===== config.mk =====
export PLATFORM = sky130hd
export DESIGN_NAME = stump_bist_ctrl
export DESIGN_NICKNAME = d
export VERILOG_FILES = /design/src/rtl/stump_bist_ctrl.sv
export SDC_FILE = /design/constraint.sdc
export NUM_CORES = 1
export LEC_CHECK = 0
export ABC_CLOCK_PERIOD_IN_PS = 4500
export CAP_MARGIN = 20
export CORE_AREA = 2 2 111 156
export DETAILED_ROUTE_END_ITERATION = 10
export DIE_AREA = 0 0 113 158
export SYNTH_ARGS = -nofsm -noshare
export SYNTH_HDL_FRONTEND = slang
export SYNTH_SLANG_ARGS = --single-unit

===== constraint.sdc =====
create_clock -name clk -period 4.5 [get_ports clk]
set_clock_uncertainty 0.05 [all_clocks]
set_input_delay 0.45 -clock clk [delete_from_list [all_inputs] [get_ports clk]]
set_output_delay 0.45 -clock clk [all_outputs]
set_load 0.02 [all_outputs]

===== src/rtl/stump_bist_ctrl.sv =====
// STUMPS logic-BIST sequencer: seeds PRPG, shifts/captures P patterns
// of L cycles, compacts responses into the MISR, then flags done.
//
// Ports:
//   clk, internalRst_n           clock, async active-low reset
//   start, abort                 session control levels
//   chainLen, numPatterns        session config, latched at start
//   PRPG_Load, PRPG_En           PRPG seed-load pulse / advance enable
//   scanEn, captureEn            scan shift mode / capture pulse
//   MISR_Clr, MISR_En            MISR clear pulse / compaction enable
//   busy, done, patIdx           session status and current pattern
module stump_bist_ctrl #(
  parameter int LEN_W = 8,
  parameter int PAT_W = 16
) (
  input  logic             clk,
  input  logic             internalRst_n,
  input  logic             start,
  input  logic             abort,
  input  logic [LEN_W-1:0] chainLen,
  input  logic [PAT_W-1:0] numPatterns,
  output logic             PRPG_Load,
  output logic             PRPG_En,
  output logic             scanEn,
  output logic             captureEn,
  output logic             MISR_Clr,
  output logic             MISR_En,
  output logic             busy,
  output logic             done,
  output logic [PAT_W-1:0] patIdx
);

  typedef enum logic [2:0] {
    IDLE, SEED, SHIFT, CAPTURE, UNLOAD, DONE
  } state_e;

  state_e           state_q, state_d;
  logic [LEN_W-1:0] cnt_q, cnt_d;
  logic [PAT_W-1:0] pat_q, pat_d;
  logic [LEN_W-1:0] len_q, len_d;
  logic [PAT_W-1:0] np_q, np_d;

  logic load_d, prpg_d, scan_d, cap_d;
  logic clr_d, misr_d, busy_d, done_d;

  logic last_shift;
  logic last_pat;

  // len_q holds the effective length (>=1), so L-1 never underflows.
  assign last_shift = (cnt_q == len_q - LEN_W'(1));
  assign last_pat   = (pat_q == np_q - PAT_W'(1));

  always_comb begin
    state_d = state_q;
    cnt_d   = cnt_q;
    pat_d   = pat_q;
    len_d   = len_q;
    np_d    = np_q;
    unique case (state_q)
      IDLE, DONE: begin
        if (start) begin
          len_d = (chainLen == '0) ? LEN_W'(1) : chainLen;
          np_d  = numPatterns;
          cnt_d = '0;
          pat_d = '0;
          state_d = (numPatterns == '0) ? DONE : SEED;
        end
      end
      SEED: begin
        cnt_d   = '0;
        pat_d   = '0;
        state_d = SHIFT;
      end
      SHIFT: begin
        if (last_shift) begin
          cnt_d   = '0;
          state_d = CAPTURE;
        end else begin
          cnt_d = cnt_q + LEN_W'(1);
        end
      end
      CAPTURE: begin
        cnt_d = '0;
        if (last_pat) begin
          state_d = UNLOAD;
        end else begin
          pat_d   = pat_q + PAT_W'(1);
          state_d = SHIFT;
        end
      end
      UNLOAD: begin
        if (last_shift) begin
          cnt_d   = '0;
          state_d = DONE;
        end else begin
          cnt_d = cnt_q + LEN_W'(1);
        end
      end
      default: state_d = IDLE;
    endcase
    if (abort) begin
      state_d = IDLE;
      cnt_d   = '0;
      pat_d   = '0;
    end
  end

  // Outputs are decoded from the next state and registered, so each
  // output flop matches the state register in the same cycle.
  always_comb begin
    load_d = (state_d == SEED);
    clr_d  = (state_d == SEED);
    prpg_d = (state_d == SHIFT);
    scan_d = (state_d == SHIFT) || (state_d == UNLOAD);
    cap_d  = (state_d == CAPTURE);
    // Pattern 0's unload is the power-up chain content: not compacted.
    misr_d = ((state_d == SHIFT) && (pat_d != '0))
          || (state_d == UNLOAD);
    busy_d = (state_d == SEED) || (state_d == SHIFT)
          || (state_d == CAPTURE) || (state_d == UNLOAD);
    done_d = (state_d == DONE);
  end

  always_ff @(posedge clk or negedge internalRst_n) begin
    if (!internalRst_n) begin
      state_q   <= IDLE;
      cnt_q     <= '0;
      pat_q     <= '0;
      len_q     <= '0;
      np_q      <= '0;
      PRPG_Load <= 1'b0;
      PRPG_En   <= 1'b0;
      scanEn    <= 1'b0;
      captureEn <= 1'b0;
      MISR_Clr  <= 1'b0;
      MISR_En   <= 1'b0;
      busy      <= 1'b0;
      done      <= 1'b0;
    end else begin
      state_q   <= state_d;
      cnt_q     <= cnt_d;
      pat_q     <= pat_d;
      len_q     <= len_d;
      np_q      <= np_d;
      PRPG_Load <= load_d;
      PRPG_En   <= prpg_d;
      scanEn    <= scan_d;
      captureEn <= cap_d;
      MISR_Clr  <= clr_d;
      MISR_En   <= misr_d;
      busy      <= busy_d;
      done      <= done_d;
    end
  end

  assign patIdx = pat_q;

endmodule


==> results.ini, run 1 <==
[sta]
final_min_period_over_clock_period=0.823
final-setup-viol-count=0
tns_ps=0
count_of_pins_over_their_slew_limit=0
timing_worst_slew_pin_value_ps=781
achievable-frequency_ghz=0.270
unrepaired_setup_endpoints_after_global_routing=false
postLayoutSetupSlackWorst_ps=798
final.min_clock_period_ps=3700
hold_slack_ps=211
timing.final.hold_violations=0
max_slew_margin=0.477

[yosys]
synth.top_cells.by_area=sky130_fd_sc_hd__dfrtp_1 (39%), sky130_fd_sc_hd__mux2_2 (6.3%), sky130_fd_sc_hd__o21ai_0 (3.9%), sky130_fd_sc_hd__xnor2_1 (3.5%), sky130_fd_sc_hd__xor2_1 (3.3%)
async_reset_ff_frac=1.00
netlist_instances=397
synthesized_flop_and_latch_total=58
synth_edf_count=0
yosysTopAreaCell=sky130_fd_sc_hd__dfrtp_1
ys_types=62
synth.avg_cell_area_um2=9.39
synth.yosys.warnings=0
ys_seq_area_frac=0.389
mappedNetlistNets=429
syn_area_um2=3730
synth_top_area_share=0.389
dominantRegCellSynth=sky130_fd_sc_hd__dfrtp_1

[grt]
globalRouteOverflowTotal=0
grt_antenna_before_repair=0
globalRouteTotalUtil=0.123
grt_pass1_wl_um=17400
grt_max_degree=59
number_of_global_route_vias_before_repair=3438

[die]
floorplan.initialDensity=0.225
die_ht_um=158
die_x_um=113
num_rows=56
dieArea_um2=17900
floorplan.io_pins=52
floorplan.core_area_um2=16500

[setup_path]
path_max_fanout=11
cp_data_required_time_ps=4650
worst_r2r_path_depth=11
worst_setup_ep_type=flip-flop
r2r_slack_ps=800
r2r_start=np_q[3]
crit-reg2reg-capture=MISR_En
worst-endpoint-arrival_ps=3850
worstSetupPathType=reg2reg
worst_setup_path_start_kind=flip-flop

[outcome]
violations=DRC
outcome=finished, violations left

[clock_tree]
path_clk_slew_ps=50
cts-buffers-inserted=9
cts_max_path_buffers=2
cts_htree_levels=3
post_cts_hold_buffer_count=0
post_cts.repair.setup_buffers=0
clk_root_buffer_cell=sky130_fd_sc_hd__clkbuf_16
clock_sinks=58
cts_tree=done
cts_repair_resize_count=0
clock_latency_late_sink_ps=340

[detailed_routing]
first_iter_violations=225
drt_drc_violations_left=2
avgViaCountPerCell=5.08
ant_nets=0
final_wl_um=10600
drt-pass1-iter-count=7
detailroute.via_count=3313
wire_per_inst_um=16.2

[power_and_ir_drop]
power_density_nw_per_um2=323
total_leakage_power_nw=1.84
total_power_mw=1.52
vdd.ir_drop.worst_uv=170

[layout]
finalNetCount=476
final_common_cell=sky130_fd_sc_hd__dfrtp_1
fillers=1733
layout.cells.most_common_list=sky130_fd_sc_hd__dfrtp_1 (58), sky130_fd_sc_hd__clkdlybuf4s50_1 (50), sky130_fd_sc_hd__o21ai_0 (29)
syn_to_final_growth_pct=25.9
postLayoutCoreUtil=0.284
fin_area_um2=4690
final-instance-count-excl-fill=652
antenna-diode-count=0
layout_cell_share_with_drive_strength_beyond_1=0.131

[place]
gp_congestion=0.879
placed_cells=636
placement.io_buffers=51
place.detailed.hpwl_um=7900
place_area_um2=4420
dpl_worst_slack_ps=838

[flow_run]
maxCapViolations=0

[worst_hold_path]
hold_path.class=in2async

==> synth_stat cells (3+ instances only) <==
library cell / count
sky130_fd_sc_hd__a31oi_1: 5
sky130_fd_sc_hd__o21a_1: 3
sky130_fd_sc_hd__mux2_2: 21
sky130_fd_sc_hd__inv_1: 10
sky130_fd_sc_hd__and4_1: 3
sky130_fd_sc_hd__a22o_1: 3
sky130_fd_sc_hd__nor2b_1: 11
sky130_fd_sc_hd__dfrtp_1: 58
sky130_fd_sc_hd__nand3_1: 12
sky130_fd_sc_hd__xnor2_1: 15
sky130_fd_sc_hd__nor3b_1: 5
sky130_fd_sc_hd__nor4_1: 13
sky130_fd_sc_hd__o31ai_1: 6
sky130_fd_sc_hd__xor2_1: 14
sky130_fd_sc_hd__nor3_1: 8
sky130_fd_sc_hd__nor4_2: 6
sky130_fd_sc_hd__clkbuf_1: 13
sky130_fd_sc_hd__nand2_1: 26
sky130_fd_sc_hd__or3b_2: 3
sky130_fd_sc_hd__nor2_1: 24
sky130_fd_sc_hd__and3_1: 8
sky130_fd_sc_hd__nand2b_1: 10
sky130_fd_sc_hd__buf_4: 3
sky130_fd_sc_hd__or3_1: 5
sky130_fd_sc_hd__ha_1: 4
sky130_fd_sc_hd__or4_1: 7
sky130_fd_sc_hd__o21ai_0: 29
sky130_fd_sc_hd__o211ai_1: 9
sky130_fd_sc_hd__a21boi_0: 3
sky130_fd_sc_hd__nand3b_1: 3
sky130_fd_sc_hd__a21oi_1: 11
sky130_fd_sc_hd__nor4b_1: 3
sky130_fd_sc_hd__and2_1: 7
==> state kept, by name (all words and copies together) (netlist names) <==
name,count
scanEn,1
PRPG_En,1
len_q,8
np_q,16
captureEn,1
state_q,3
patIdx,16
MISR_En,1
MISR_Clr,1
busy,1
done,1
cnt_q,8
==> power by group <==
part           switching (mW)  leakage [nW]  internal [mW]
logic                   0.134         0.952          0.133
clock network           0.240         0.131          0.384
registers              0.0609         0.753          0.565
==> final cells by class <==
cell class	count	area, µm²	area share
Inverter	10	37.5	0.00800
Clock inverter	5	30.0	0.00640
Tap cell	203	254	0.0541
Clock buffer	11	243	0.0517
Timing Repair Buffer	55	536	0.114
Multi-Input combinational cell	310	2140	0.457
Sequential cell	58	1450	0.309
==> worst max-delay path, stage by stage (launching register included) <==
cell	delay, ps
sky130_fd_sc_hd__dfrtp_1	470
sky130_fd_sc_hd__or4_4	620
sky130_fd_sc_hd__nor4_2	290
sky130_fd_sc_hd__or3b_2	200
sky130_fd_sc_hd__o2bb2ai_2	150
sky130_fd_sc_hd__nor4_2	80
sky130_fd_sc_hd__buf_4	180
sky130_fd_sc_hd__or2_1	330
sky130_fd_sc_hd__a311o_1	400
sky130_fd_sc_hd__or3_1	390
sky130_fd_sc_hd__nor4_2	270
sky130_fd_sc_hd__a311oi_1	130
==> cells by family (layout without fill, tap and decap cells) <==
kind of cell	count (synthesis)	count (layout)	synth area share
compound gates	91	91	0.166
xor+xnor	29	29	0.0681
fa+ha+maj	4	4	0.0134
buf+inv	29	81	0.0366
flops	58	58	0.389
mux	22	22	0.0661
simple gates	164	164	0.261
==> metal layers <==
layer  routed length [µm]  share of wire  track usage
met5                    0              0            0
met4                  316          0.030       0.0645
met3                  483          0.046       0.0234
met2                 5740           0.54        0.228
met1                 4020           0.38        0.131
==> how the worst max path moves through the flow <==
stage | slack, ps | to | startpoint | cells after the start
2_1_floorplan | 1090 | MISR_En | np_q[3] | 12
3_3_place_gp | 920 | MISR_En | np_q[0] | 11
3_5_place_dp | 840 | MISR_En | np_q[3] | 11
4_1_cts | 820 | MISR_En | np_q[3] | 11
5_1_grt | 570 | MISR_En | np_q[3] | 11
6_report | 800 | MISR_En | np_q[3] | 11
(Power assumes the default switching activity.)
==> inputs of run 2 (changes only) <==
--- a/config.mk
+++ b/config.mk
@@ -5,7 +5,7 @@
 export SDC_FILE = /design/constraint.sdc
 export NUM_CORES = 1
 export LEC_CHECK = 0
-export ABC_CLOCK_PERIOD_IN_PS = 4500
+export ABC_CLOCK_PERIOD_IN_PS = 3260
 export CAP_MARGIN = 20
 export CORE_AREA = 2 2 111 156
 export DETAILED_ROUTE_END_ITERATION = 10
==> constraint.sdc (replaced) <==
create_clock -name clk -period 3.26 [get_ports clk]
set_clock_uncertainty 0.05 [all_clocks]
set_input_delay 0.326 -clock clk [delete_from_list [all_inputs] [get_ports clk]]
set_output_delay 0.326 -clock clk [all_outputs]
set_load 0.02 [all_outputs]
==> run 2 against run 1 <==
The flow finishes with violations (DRC, setup timing). Die area did not move. Combinational power rose by 71%. Worst setup slack got worse by 890 ps. Register-to-register slack got worse by 890 ps. Cell count rose by 6.9%. Critical endpoint unchanged. Largest cell class unchanged. Via count rose by 5.3%.
==> results.ini, run 2 (synthesized netlist as in run 1, its figures left out) <==
[layout]
layout.cells.most_common_list=sky130_fd_sc_hd__dfrtp_1 (58), sky130_fd_sc_hd__clkdlybuf4s50_1 (50), sky130_fd_sc_hd__buf_4 (49)
syn_to_final_growth_pct=37.2
final_common_cell=sky130_fd_sc_hd__dfrtp_1
finalNetCount=521  ; +9.5%
fin_area_um2=5120  ; +9.0%
antenna-diode-count=0  ; unchanged
layout_cell_share_with_drive_strength_beyond_1=0.219  ; +0.0872

[die]
die_ht_um=158  ; unchanged
num_rows=56  ; unchanged
dieArea_um2=17900  ; unchanged
floorplan.initialDensity=0.225  ; unchanged
floorplan.core_area_um2=16500  ; unchanged
die_x_um=113  ; unchanged
floorplan.io_pins=52  ; unchanged

[detailed_routing]
avgViaCountPerCell=5.00  ; -1.5%
first_iter_violations=194  ; -14%
final_wl_um=11300  ; +6.7%
detailroute.via_count=3488  ; +5.3%
drt-pass1-iter-count=10  ; +3
ant_nets=0  ; unchanged
drt_drc_violations_left=2  ; unchanged
wire_per_inst_um=16.2  ; -0.23%

[grt]
gr-usage-met1=0.130  ; -0.000330
grt_antenna_before_repair=0  ; unchanged
globalRouteTotalUtil=0.129  ; +0.00658
global_route.usage.met3=0.0260  ; +0.00268
grt.met2_usage=0.245  ; +0.0163
globalRouteOverflowTotal=0  ; unchanged
number_of_global_route_vias_before_repair=3667  ; +6.7%
grt_max_degree=33  ; -44%
grt_pass1_wl_um=18200  ; +4.6%
globalRoute.busiestLayer=met2

[setup_path]
worstSetupPathType=reg2reg
crit-reg2reg-capture=MISR_En
worst_r2r_path_depth=11  ; unchanged
worst-endpoint-arrival_ps=3490  ; -360 ps
r2r_slack_ps=-90  ; -890 ps
path_max_fanout=9  ; -2
r2r_start=np_q[5]
worst_setup_path_start_kind=flip-flop
cp_data_required_time_ps=3400  ; -1250 ps
worst_setup_ep_type=flip-flop

[sta]
hold_slack_ps=21.4  ; -190 ps
timing_worst_slew_pin_value_ps=774  ; -7.00 ps
final.min_clock_period_ps=3350  ; -352 ps
timing.final.hold_violations=0  ; unchanged
achievable-frequency_ghz=0.299  ; +11%
final_min_period_over_clock_period=1.03  ; +0.205
count_of_pins_over_their_slew_limit=0  ; unchanged
unrepaired_setup_endpoints_after_global_routing=true
max_slew_margin=0.482  ; +0.00505
final-setup-viol-count=1  ; +1
postLayoutSetupSlackWorst_ps=-90.0  ; -888 ps

[clock_tree]
clock_latency_late_sink_ps=330  ; about the same
cts_tree=done
cts_max_path_buffers=2  ; unchanged
cts-buffers-inserted=9  ; unchanged
clk_root_buffer_cell=sky130_fd_sc_hd__clkbuf_16
path_clk_slew_ps=50  ; about the same
clock_sinks=58  ; unchanged
cts_htree_levels=3  ; unchanged

[power_and_ir_drop]
power_density_nw_per_um2=451  ; +40%
total_leakage_power_nw=2.11  ; +15%
vdd.ir_drop.worst_uv=281  ; +65%

[place]
gp_congestion=0.888  ; +1.0%
placement.io_buffers=51  ; unchanged
place_area_um2=4750  ; +7.5%
place.detailed.hpwl_um=8870  ; +12%

[outcome]
outcome=finished, violations left
violations=DRC, setup timing

[worst_hold_path]
hold_path.class=in2async

[flow_run]
maxCapViolations=0  ; unchanged

[run 2: timing repair]
item                                    4_1_cts  5_1_grt
endpoints found under the setup margin        1        3
cloned                                        0        0
hold endpoints to repair                      0        0
resized for setup                             4        2
buffers inserted                              2        0
pin swaps                                     4        1
hold buffers                                  0        0
[run 2: area by class of cell]
type	instances	area [µm²]
clock buffer	11	243
clock inverter	5	77.6
fill	1720	11400
inverter	10	37.5
multi-input combinational	310	2180
sequential	58	1450
tap	203	254
timing repair buffer	100	873
[run 2: worst max-delay path by stage]
stage | startpoint | to | slack (ps) | cells past startpoint
final | np_q[5] | MISR_En | -90 | 11
after global routing | np_q[0] | MISR_En | -300 | 13
after CTS | np_q[5] | MISR_En | -80 | 12
after detailed placement | np_q[8] | MISR_En | -160 | 11
after global placement | np_q[8] | MISR_En | -80 | 11
after floorplan | np_q[0] | MISR_En | 60 | 12
[run 2: critical path, cell delays in order (launching register included)]
cell                       delay [ps]
sky130_fd_sc_hd__dfrtp_1          370
sky130_fd_sc_hd__or4_4            610
sky130_fd_sc_hd__nor3_2           220
sky130_fd_sc_hd__nor4b_2           90
sky130_fd_sc_hd__o211ai_2         250
sky130_fd_sc_hd__nor4_2            80
sky130_fd_sc_hd__buf_4            160
sky130_fd_sc_hd__or2_4            280
sky130_fd_sc_hd__a311o_1          370
sky130_fd_sc_hd__or3_1            390
sky130_fd_sc_hd__nor4_2           180
sky130_fd_sc_hd__a311oi_1         150
[run 2: per-layer routing]
layer | up-vias | share of wire
li1 | 1657 | -
met1 | 1691 | 0.37
met2 | 110 | 0.54
met3 | 30 | 0.044
met4 | 0 | 0.045
met5 | - | 0
[run 2: report_power, final]
part           switching, mW  internal, mW  total [mW]
logic                  0.225         0.232       0.457
clock network          0.325         0.686        1.01
registers             0.0613         0.780       0.841
total                  0.611          1.70        2.31
[run 2: through the flow]
stage	setup WS [ps]	std cells	TNS, ps	utilization	power (mW)
2_1_floorplan	58.9	397	0	-	1.12
3_3_place_gp	-76.6	679	-76.6	0.287	1.29
3_5_place_dp	-156	679	-156	0.287	1.30
4_1_cts	-83.9	697	-83.9	0.309	2.33
5_1_grt	-298	697	-311	0.309	2.41
6_report	-90.0	697	-90.0	0.309	2.31
